**src/rtl/store_pkg.sv**
```systemverilog
// Shared encodings for the store narrowing path: access sizes and FSM states.
// Optional overflow reporting is enabled in store_narrow_unit with STORE_OVF_CHECK_EN.
package store_pkg;

  localparam logic [1:0] SZ_BYTE = 2'b00;
  localparam logic [1:0] SZ_HALF = 2'b01;
  localparam logic [1:0] SZ_WORD = 2'b10;
  localparam logic [1:0] SZ_BAD  = 2'b11;

  typedef enum logic [2:0] {
    S_IDLE  = 3'd0,
    S_READ  = 3'd1,
    S_MERGE = 3'd2,
    S_WRITE = 3'd3,
    S_ERR   = 3'd4
  } state_t;

  // Rejects sub-word accesses that straddle their natural boundary and the illegal size.
  function automatic logic is_misaligned(input logic [1:0] size, input logic [1:0] addr_lo);
    case (size)
      SZ_BYTE: return 1'b0;
      SZ_HALF: return addr_lo[0];
      SZ_WORD: return addr_lo != 2'b00;
      default: return 1'b1;
    endcase
  endfunction

endpackage

```
**src/rtl/store_lane_merge.sv**
```systemverilog
// Little-endian lane insert: replaces the byte/halfword lane selected by addr_lo
// in old_word with the low bits of new_data; all other bits are preserved.
module store_lane_merge
  import store_pkg::*;
(
  input  logic [31:0] old_word,
  input  logic [31:0] new_data,
  input  logic [1:0]  size,
  input  logic [1:0]  addr_lo,
  output logic [31:0] merged
);

  always_comb begin
    merged = old_word;
    case (size)
      SZ_BYTE: merged[{addr_lo, 3'b000} +: 8] = new_data[7:0];
      SZ_HALF: begin
        if (addr_lo[1]) merged[31:16] = new_data[15:0];
        else            merged[15:0]  = new_data[15:0];
      end
      SZ_WORD: merged = new_data;
      default: merged = old_word;
    endcase
  end

endmodule

```
**src/rtl/store_narrow_unit.sv**
```systemverilog
// MIPS store path: SB/SH via read-modify-write, SW as a direct write, misaligned rejected.
// Define STORE_OVF_CHECK_EN to report narrowing overflow on the ovf output.
module store_narrow_unit
  import store_pkg::*;
#(
  parameter int RD_LAT = 1
) (
  input  logic        clk,
  input  logic        rst_n,
  input  logic        req_valid,
  output logic        req_ready,
  input  logic [31:0] req_addr,
  input  logic [31:0] req_data,
  input  logic [1:0]  req_size,
  output logic        done,
  output logic        misaligned,
  output logic        ovf,
  output logic [31:0] mem_addr,
  output logic        mem_rd_en,
  input  logic [31:0] mem_rdata,
  output logic        mem_wr_en,
  output logic [31:0] mem_wdata
);

  if (RD_LAT != 1) begin : g_bad_rd_lat
    $error("store_narrow_unit supports only RD_LAT == 1");
  end

  state_t      state, state_n;
  logic        accept;
  logic [31:0] lat_addr;
  logic [15:0] lat_data;
  logic [1:0]  lat_size;
  logic [31:0] merged_word;
  logic [31:0] word_addr;
  logic [31:0] wdata_n;

  assign req_ready = rst_n && (state == S_IDLE);
  assign accept    = req_valid && req_ready;

  // Only the low halfword is needed after acceptance; words bypass the merge.
  store_lane_merge u_merge (
    .old_word (mem_rdata),
    .new_data ({16'h0000, lat_data}),
    .size     (lat_size),
    .addr_lo  (lat_addr[1:0]),
    .merged   (merged_word)
  );

  always_comb begin
    state_n = state;
    case (state)
      S_IDLE: begin
        if (accept) begin
          if (is_misaligned(req_size, req_addr[1:0])) state_n = S_ERR;
          else if (req_size == SZ_WORD)               state_n = S_WRITE;
          else                                        state_n = S_READ;
        end
      end
      S_READ:  state_n = S_MERGE;
      S_MERGE: state_n = S_WRITE;
      S_WRITE: state_n = S_IDLE;
      S_ERR:   state_n = S_IDLE;
      default: state_n = S_IDLE;
    endcase
  end

  // Leaving IDLE the request ports are still live; afterwards the latched copy is used.
  assign word_addr = (state == S_IDLE) ? {req_addr[31:2], 2'b00} : {lat_addr[31:2], 2'b00};
  assign wdata_n   = (state == S_IDLE) ? req_data : merged_word;

  always_ff @(posedge clk) begin
    if (!rst_n) begin
      state      <= S_IDLE;
      done       <= 1'b0;
      misaligned <= 1'b0;
      mem_rd_en  <= 1'b0;
      mem_wr_en  <= 1'b0;
      mem_addr   <= '0;
      mem_wdata  <= '0;
    end else begin
      state      <= state_n;
      done       <= (state == S_WRITE) || (state == S_ERR);
      misaligned <= (state == S_ERR);
      mem_rd_en  <= (state_n == S_READ);
      mem_wr_en  <= (state_n == S_WRITE);
      if ((state_n == S_READ) || (state_n == S_WRITE)) mem_addr <= word_addr;
      if (state_n == S_WRITE) mem_wdata <= wdata_n;
    end
  end

  always_ff @(posedge clk) begin
    if (accept) begin
      lat_addr <= req_addr;
      lat_data <= req_data[15:0];
      lat_size <= req_size;
    end
  end

`ifdef STORE_OVF_CHECK_EN
  logic lat_ovf;

  // True when the register value is not the sign-extension of the stored field.
  function automatic logic narrow_ovf(input logic [1:0] size, input logic signed [31:0] d);
    case (size)
      SZ_BYTE: return d[31:8]  != {24{d[7]}};
      SZ_HALF: return d[31:16] != {16{d[15]}};
      default: return 1'b0;
    endcase
  endfunction

  always_ff @(posedge clk) begin
    if (accept) lat_ovf <= narrow_ovf(req_size, req_data);
  end

  always_ff @(posedge clk) begin
    if (!rst_n) ovf <= 1'b0;
    else        ovf <= (state == S_WRITE) && lat_ovf;
  end
`else
  assign ovf = 1'b0;
`endif

endmodule

```
**config.mk**
```make
export PLATFORM = sky130hd
export DESIGN_NAME = store_narrow_unit
export DESIGN_NICKNAME = d
export VERILOG_FILES = /design/src/rtl/store_pkg.sv /design/src/rtl/store_lane_merge.sv /design/src/rtl/store_narrow_unit.sv
export SDC_FILE = /design/constraint.sdc
export NUM_CORES = 1
export LEC_CHECK = 0
export CORE_MARGIN = 4
export CORE_UTILIZATION = 48
export CTS_CLUSTER_DIAMETER = 120
export DETAILED_ROUTE_END_ITERATION = 16
export HOLD_SLACK_MARGIN = 0.02
export MAX_ROUTING_LAYER = met4
export PLACE_DENSITY_LB_ADDON = 0.25
export SYNTH_ARGS = -nofsm -noshare
export SYNTH_HDL_FRONTEND = slang
export SYNTH_SLANG_ARGS = --single-unit
```
**constraint.sdc**
```tcl
create_clock -name clk -period 3.4 [get_ports clk]
set_input_delay 0.68 -clock clk [delete_from_list [all_inputs] [get_ports clk]]
set_output_delay 0.68 -clock clk [all_outputs]
set_load 0.005 [all_outputs]
```
==> results of run 1 <==
## synthesized netlist by cell type, types with 12 or more instances
cell,n
a211oi_2,29
a221oi_1,15
a311oi_1,16
buf_2,14
buf_4,12
clkbuf_1,13
dfxtp_1,69
edfxtp_1,50
inv_1,18
mux2i_1,30
nand3_1,16
nor2_1,61
o21ai_0,27
o2bb2ai_1,17
## placed cells by master (no fill, tap or decap), types with 3 or more instances in the layout
cell             instances
clkdlybuf4s50_1        167
dfxtp_1                 69
nor2_1                  61
edfxtp_1                50
mux2i_1                 30
a211oi_2                29
o21ai_0                 27
inv_1                   18
clkbuf_16               18
nand3_1                 16
a311oi_1                16
o2bb2ai_1               16
a221oi_1                15
nand2_1                 11
a21oi_1                 10
and4b_1                  8
a31oi_1                  8
a21o_1                   8
nor4b_1                  8
o211a_1                  8
o311a_1                  8
o221ai_1                 8
a22o_1                   8
buf_4                    7
clkinv_2                 6
ha_1                     5
nor4b_4                  3
a211oi_1                 3
conb_1                   3
clkbuf_8                 3
## registers in the layout, summed over array words and instances, names as in the netlist
register and flops:
mem_addr 30, lat_data 16, mem_wdata 32, done 1, misaligned 1, mem_wr_en 1
state 3, mem_rd_en 1, lat_addr 32, lat_size 2
## metrics by stage
| step | hold WS [ns] | setup slack (ns) | cells | power (W) |
|---|---|---|---|---|
| after global routing | 0.476 | 0.526 | 821 | 0.00432 |
| after global placement | 0.436 | 0.652 | 789 | 0.00247 |
| after CTS | 0.456 | 0.635 | 821 | 0.00417 |
| after detailed placement | 0.442 | 0.647 | 789 | 0.00250 |
| after floorplan | 0.451 | 0.933 | 521 | 0.00213 |
| final | 0.452 | 0.643 | 821 | 0.00415 |
## layer usage
metal | share of wire (%) | GRT usage, % | wire, µm | vias up
li1 | - | - | - | 2297
met5 | 0 | - | 0 | -
met3 | 7.9 | 8.17 | 1360 | 40
met2 | 48 | 39.8 | 8160 | 240
met1 | 41 | 30.3 | 7100 | 2410
met4 | 3.2 | 11.9 | 541 | 0
## area by class of cell
type	instances	area, µm²	share of cell area [%]
Clock inverter	11	70.1	0.874
Multi-Input combinational cell	331	2550	31.9
Sequential cell	119	2880	36.0
Inverter	20	75.1	0.936
Timing Repair Buffer	176	1760	22.0
Tap cell	143	179	2.23
Clock buffer	21	492	6.13
## how the worst max path moves through the flow
stage                     startpoint  slack (ns)  depth (start not counted)         to
after floorplan             state[1]        0.93                          5  mem_rd_en
after global placement         rst_n        0.65                          4  req_ready
after detailed placement       rst_n        0.65                          4  req_ready
after CTS                      rst_n        0.64                          4  req_ready
after global routing        state[1]        0.53                          3  req_ready
final                          rst_n        0.64                          4  req_ready
## power by group through the flow
stage / combinational [W] / clock, W / sequential, W
6_report: 0.000793 / 0.00167 / 0.00169
5_1_grt: 0.000855 / 0.00177 / 0.00170
4_1_cts: 0.000794 / 0.00170 / 0.00168
3_5_place_dp: 0.000786 / 0 / 0.00171
3_3_place_gp: 0.000759 / 0 / 0.00171
2_1_floorplan: 0.000445 / 0 / 0.00169
## logic make-up (layout without fill, tap and decap cells)
| group | after synthesis | after routing | share of synthesized area (%) |
|---|---|---|---|
| compound gates | 170 | 170 | 25.3 |
| simple gates | 123 | 123 | 12.1 |
| flops | 119 | 119 | 49.7 |
| buf+inv | 71 | 228 | 6.58 |
| mux | 30 | 30 | 5.18 |
| fa+ha+maj | 5 | 5 | 1.08 |
| other cells | 1 | 3 | 0.0647 |
## critical path: cells and delay by family
| family | cells | cell delay, ns |
|---|---|---|
| AND/OR/NAND/NOR | 1 | 0.12 |
| buffers and inverters | 3 | 1.27 |
==> impl_metrics.tcl, run 1 <==
set metrics [dict create \
    synth_top_area_share_pct 25.9 \
    worstMarginPinSlew_ns 0.963 \
    cts_tree "built" \
    drt-initial-drc-count 521 \
    fillers 852 \
    antenna_found_initial 0 \
    numPortBuffers 167 \
    synth-seq-cells 119 \
    internal-power_w 0.00304 \
    arrival_ns 2.08 \
    slew_headroom_pct 35.8 \
    remaining_drc_errors 0 \
    min_path_type "reg -> reg" \
    die_w_um 118 \
    cp-start-kind "input port" \
    cts_root_buf "clkbuf_16" \
    grt_max_degree 62 \
    drtAntennaViolNets 0 \
    clkSlewWorstSetupHoldPaths_ns 0.05 \
    worstHoldStart "mem_wdata[25]" \
    nets 771 \
    hpwlAfterDp_um 11800 \
    cp_cell_sequence "clkdlybuf4s50_1, clkinv_1, nor2_1, clkdlybuf4s50_1" \
    r2r_start "lat_size[0]" \
    synthDistinctLibCells 49 \
    crit_path_max_fanout 6 \
    numCtsBuffers 17 \
    critPathKind "in -> out" \
    viasPerCell 6.07 \
    syn_area_um2 5800 \
    grt_util_all_layers_pct 25.6 \
    cts_resized 0 \
    cts_hold_buf 0 \
    syn_to_final_growth_pct 38.3 \
    yosysWarnings 0 \
    cp_slowest_cell "clkdlybuf4s50_1" \
    run_status "finished, final reports clean" \
    cts_max_level 4 \
    netlist_instances 519 \
    clk_latency_ns 0.42 \
    crit_top_cell "clkdlybuf4s50_1" \
    r2r_cells 5 \
    wl_per_cell_um 20.9 \
    p_switching_w 0.00111 \
    fin_area_um2 8020 \
    gp_congestion 0.893 \
    dpl_cell_area_um2 7460 \
    synth_largest_area_cell "edfxtp_1" \
    first_pass_iters 6 \
    async_flop_share_pct 0 \
    syn_area_per_cell_um2 11.2 \
    num_vias 4987 \
    hold_viol 0 \
    maxSlewViolCount 0 \
    start_util_pct 49.9 \
    drive_gt1_share_pct 12.1 \
    setup_tns_ns 0 \
    cts.sinks 119 \
    peakVddDrop_mv 0.425 \
    sw_frac_of_total_pct 26.8 \
    maxCapViolations 0 \
    cts_setup_buffers 0 \
    max_freq_mhz 363 \
    die-area_um2 13900 \
    slowest_delay_ns 0.63 \
    rrSetupSlack_ns 1.03 \
    dieHeight_um 118 \
    power_density_nw_per_um2 517 \
    grt_overflow_total 0 \
    ys_seq_area_share_pct 49.7 \
    rsz0062_at_grt "false" \
    fp-row-count 39 \
    fin_crit_sh_pct 81.1 \
    end_kind "primary output" \
    synth_edf_count 50 \
    core-area_um2 11600 \
    synth_area_leaders "edfxtp_1 26%, dfxtp_1 24%, a211oi_2 6.3%" \
    leakage_nw 3.04 \
    hold_depth 1 \
    finalWirelength_um 17200 \
    seqPwrFrac_pct 40.6 \
    finClkSkew_ns 0.00887 \
    whs_endpoint "mem_wdata[25]" \
    period_needed_ns 2.76 \
    ys.flop_type "dfxtp_1" \
    clock_path_buffers 2 \
    clkPwrFrac_pct 40.2 \
    utilization_pct 69.0 \
    io_pins 171 \
    grt_pass1_vias 5143 \
    grt_pass1_wl_um 27500 \
    reg2reg_to "mem_wdata[29]" \
    pwr-share-comb_pct 19.1 \
    antennaDiodeCount 0 \
    setup_viol 0 \
    required_ns 2.72 \
]
No activity file was read; power rests on OpenSTA's default activity.
==> run 2: changes to the inputs <==
Settings changed: CORE_UTILIZATION 48 to 43.
Clock period 3.4 ns to 2.4 ns, I/O delays scaled along.
==> run 2 against run 1 <==
  * Die area grew 11%
  * Via count shrank 0.76%
  * Non-clock buffer count grew 14
  * Global-route usage shrank 3.5 points
  * Cell count grew 5.7%
  * Clock power grew 46%
==> impl_metrics.tcl, run 2 (synthesis results as in run 1) <==
set metrics [dict create \
    grt_max_degree 52 \
    hold_viol 0 \
    hpwlAfterDp_um 11900 \
    drt-initial-drc-count 349 \
    final_cell_mix "167 x clkdlybuf4s50_1, 68 x dfxtp_1, 61 x nor2_1" \
    numPortBuffers 167 \
    antennaDiodeCount 0 \
    fillers 1104 \
    die-area_um2 15400 \
    first_pass_iters 5 \
    critPathKind "reg -> out" \
    met1_usage_pct 27.9 \
    peakVddDrop_mv 0.459 \
    clkSlewWorstSetupHoldPaths_ns 0.05 \
    maxCapViolations 0 \
    worstMarginPinSlew_ns 0.760 \
    wl_per_cell_um 19.1 \
    cts_max_level 4 \
    arrival_ns 1.83 \
    fin_crit_sh_pct 96.1 \
    remaining_drc_errors 0 \
    finClkSkew_ns 0.0101 \
    required_ns 1.92 \
    setup_viol 0 \
    syn_to_final_growth_pct 41.8 \
    grtUsageMet2_pct 34.9 \
    min_path_type "reg -> reg" \
    period_needed_ns 2.31 \
    rsz0062_at_grt "false" \
    cts_root_buf "clkbuf_16" \
    run_status "finished, final reports clean" \
    dieHeight_um 124 \
    antenna_found_initial 0 \
    viasPerCell 5.70 \
    numCtsBuffers 17 \
    top_usage_layer "met2" \
    fp-row-count 42 \
    top_regs "lat_addr: 32 flops, mem_wdata: 32 flops, mem_addr: 30 flops" \
    multi_input_area_um2 2550 \
    cts_hold_buf 0 \
    end_kind "primary output" \
    slew_headroom_pct 49.4 \
    io_pins 171 \
    power_density_nw_per_um2 728 \
    seq_area_um2 2880 \
    clk_latency_ns 0.42 \
    clock_path_buffers 2 \
    layout_commonest_cell "clkdlybuf4s50_1" \
    grt_util_all_layers_pct 22.1 \
    grt_util_met3_pct 6.09 \
    cts.sinks 119 \
    num_vias 4949 \
    maxSlewViolCount 0 \
    cp-start-kind "flip-flop" \
    grt_pass1_vias 4804 \
    hold_ws_ns 0.455 \
    leakage_nw 3.12 \
    cts_tree "built" \
    crit_path_max_fanout 9 \
    die_w_um 124 \
    max_freq_mhz 434 \
    nets 785 \
    finalWirelength_um 16600 \
    start_util_pct 43.8 \
    gp_congestion 0.876 \
    drtAntennaViolNets 0 \
    core-area_um2 13200 \
    grt_overflow_total 0 \
    drive_gt1_share_pct 13.3 \
    setup_tns_ns 0 \
    grt_pass1_wl_um 25200 \
]
[run 2: path summary, 6_finish.rpt]
kind,cells past startpoint,slack (ns),start,end
setup / recovery,3,0.09,state[2],req_ready
hold / removal,1,0.46,mem_wdata[27],mem_wdata[27]
setup reg to reg,4,0.33,lat_size[1],mem_wdata[16]
hold reg to reg,1,0.46,mem_wdata[27],mem_wdata[27]
[run 2: cell type report]
class	instances	share of cell area, %
Clock buffer	23	5.69
Clock inverter	9	1.25
Inverter	20	0.913
Multi-Input combinational cell	331	31.1
Sequential cell	119	35.1
Tap cell	176	2.68
Timing Repair Buffer	190	23.3
[run 2: power breakdown]
group / leakage (nW) / switching (W) / total [W] / internal, W
clock network: 0.275 / 0.000867 / 0.00244 / 0.00157
logic: 1.82 / 0.000556 / 0.00117 / 0.000616
registers: 1.03 / 0.000101 / 0.00237 / 0.00227
total: 3.12 / 0.00152 / 0.00599 / 0.00446
[run 2: metrics by stage]
step / total power [W] / instances / utilization, % / cell area, µm² / setup slack [ns]
2_1_floorplan: 0.00302 / 521 / - / 5810 / 0.339
3_3_place_gp: 0.00356 / 836 / 57.8 / 7650 / 0.135
3_5_place_dp: 0.00359 / 836 / 57.8 / 7650 / 0.0945
4_1_cts: 0.00604 / 868 / 62.1 / 8220 / 0.00122
5_1_grt: 0.00625 / 868 / 62.1 / 8220 / 0.0187
6_report: 0.00599 / 868 / 62.1 / 8220 / 0.0946
[run 2: per-layer routing]
metal	share of wire (%)	wire, µm
met3	7.4	1220
met5	0	0
met2	49	8040
met4	1.2	205
met1	43	7100
[run 2: critical path, stage by stage (launching register included)]
cell and delay (ns):
dfxtp_1 0.38, or3_1 0.36, nor2_1 0.15, clkdlybuf4s50_1 0.52
[run 2: repair_timing]
item                       4_1_cts  5_1_grt
setup endpoints to repair        0        1
gates resized for setup          0        1
buffers inserted                 0        0
==> run 3: changes to the inputs <==
Settings changed: SETUP_SLACK_MARGIN from default to 0.2.
==> run 3 against run 2 <==
  * Worst setup slack better by 0.25 ns
  * Clock-buffer cell count did not move
  * Sequential share of layout area about the same
  * First-iteration DRC count rose by 3.2%
  * Global-route usage increased by 0.089 points
  * Critical path type is now reg -> reg
  * Largest cell class unchanged
  * Largest power group unchanged
==> impl_metrics.tcl, run 3 (synthesis results as in run 1) <==
set metrics [dict create \
    dp_cells 836 \
    crit_path_max_fanout 21 \
    core-area_um2 13200 \
    critPathKind "reg -> reg" \
    cts_root_buf "clkbuf_16" \
    min_path_type "reg -> reg" \
    cts_tree "built" \
    antennaDiodeCount 0 \
    fin_area_um2 8240 \
    dieHeight_um 124 \
    reg2reg_to "mem_wdata[16]" \
    grt_util_all_layers_pct 22.2 \
    r2r_start "lat_size[1]" \
    drive_gt1_share_pct 13.7 \
    gp_congestion 0.876 \
    worstMarginPinSlew_ns 0.758 \
    run_status "finished, final reports clean" \
    numCtsBuffers 17 \
    layout_commonest_cell "clkdlybuf4s50_1" \
    setup_viol 0 \
    seq_area_um2 2890 \
    r2r_cells 4 \
    first_pass_iters 5 \
    start_util_pct 43.8 \
    fin_crit_sh_pct 85.5 \
    hpwlAfterDp_um 11900 \
    clkSlewWorstSetupHoldPaths_ns 0.05 \
    final_cell_mix "166 x clkdlybuf4s50_1, 67 x dfxtp_1, 60 x nor2_1" \
    maxSlewViolCount 0 \
    finalWirelength_um 16600 \
    power_density_nw_per_um2 728 \
    top_regs "lat_addr: 32 flops, mem_wdata: 32 flops, mem_addr: 30 flops" \
    end_kind "flip-flop" \
    fp-row-count 42 \
    rrSetupSlack_ns 0.35 \
    arrival_ns 2.36 \
    num_vias 4920 \
    syn_to_final_growth_pct 42.1 \
    die-area_um2 15400 \
    peakVddDrop_mv 0.459 \
    cp-start-kind "flip-flop" \
    io_pins 171 \
    grt_overflow_total 0 \
    rsz0062_at_grt "false" \
    fillers 1104 \
    grt_max_degree 52 \
    required_ns 2.71 \
    cts_max_level 4 \
    cts.sinks 119 \
    clk_latency_ns 0.42 \
    wl_per_cell_um 19.1 \
    utilization_pct 62.2 \
    grt_pass1_vias 4811 \
    setup_tns_ns 0 \
    drt-initial-drc-count 360 \
    dpl_cell_area_um2 7650 \
    antenna_found_initial 0 \
    leakage_nw 3.12 \
    drtAntennaViolNets 0 \
    stdcell_count 868 \
    clock_path_buffers 2 \
    hold_depth 1 \
    grt_pass1_wl_um 25300 \
    period_needed_ns 2.05 \
    max_freq_mhz 487 \
    slew_headroom_pct 49.5 \
    whs_endpoint "mem_wdata[27]" \
    viasPerCell 5.67 \
    multi_input_area_um2 2570 \
    nets 785 \
    maxCapViolations 0 \
    remaining_drc_errors 0 \
    hold_viol 0 \
    worstHoldStart "mem_wdata[27]" \
    die_w_um 124 \
    finClkSkew_ns 0.00895 \
    numPortBuffers 167 \
]
-- run 3: layout make-up --
class | instances | area share, %
flip-flops and latches | 119 | 35.0
multi-input cells | 331 | 31.2
repair buffers | 190 | 23.3
clock buffers | 23 | 5.68
well taps | 176 | 2.67
clock inverters | 9 | 1.25
inverters | 20 | 0.911
-- run 3: how the worst max path moves through the flow --
stage	end	slack (ns)	start	cells past startpoint
2_1_floorplan	mem_wdata[10]	0.34	lat_addr[1]	7
3_3_place_gp	req_ready	0.13	rst_n	4
3_5_place_dp	mem_addr[16]	0.09	rst_n	7
4_1_cts	mem_wdata[16]	0.35	lat_size[1]	4
5_1_grt	mem_wdata[31]	0.23	lat_addr[1]	6
6_report	mem_wdata[16]	0.35	lat_size[1]	4
-- run 3: what timing repair did --
action	CTS	global route
hold buffers	0	0
setup buffers	0	0
endpoints found under the hold margin	0	0
endpoints found under the setup margin	1	0
resized for setup	7	0
-- run 3: where the power goes --
group | leakage (nW) | switching (W) | internal, W
clock network | 0.275 | 0.000872 | 0.00157
registers | 1.03 | 0.000101 | 0.00227
logic | 1.82 | 0.000557 | 0.000618
total | 3.12 | 0.00153 | 0.00446
-- run 3: metal layers --
layer  global-route usage, %  vias to the layer above  share of wire, %
met1                    27.9                     2365                43
met5                       -                        -                 0
li1                        -                     2330                 -
met3                    6.09                       20               7.3
met2                    35.2                      205                49
met4                    6.78                        0               1.3
-- run 3: critical path, stage by stage, from the launching register on --
cell and delay, ns:
edfxtp_1 0.58, nand2b_1 0.58, a311oi_1 0.47, o211a_1 0.24, o2bb2ai_1 0.07
-- run 3: metrics by stage --
step                setup WS, ns  hold slack (ns)  power [W]
finish                     0.348            0.456    0.00599
global route               0.227            0.479    0.00625
CTS                        0.347            0.457    0.00605
detailed placement        0.0945            0.444    0.00359
global placement           0.135            0.437    0.00356
floorplan                  0.339            0.451    0.00302
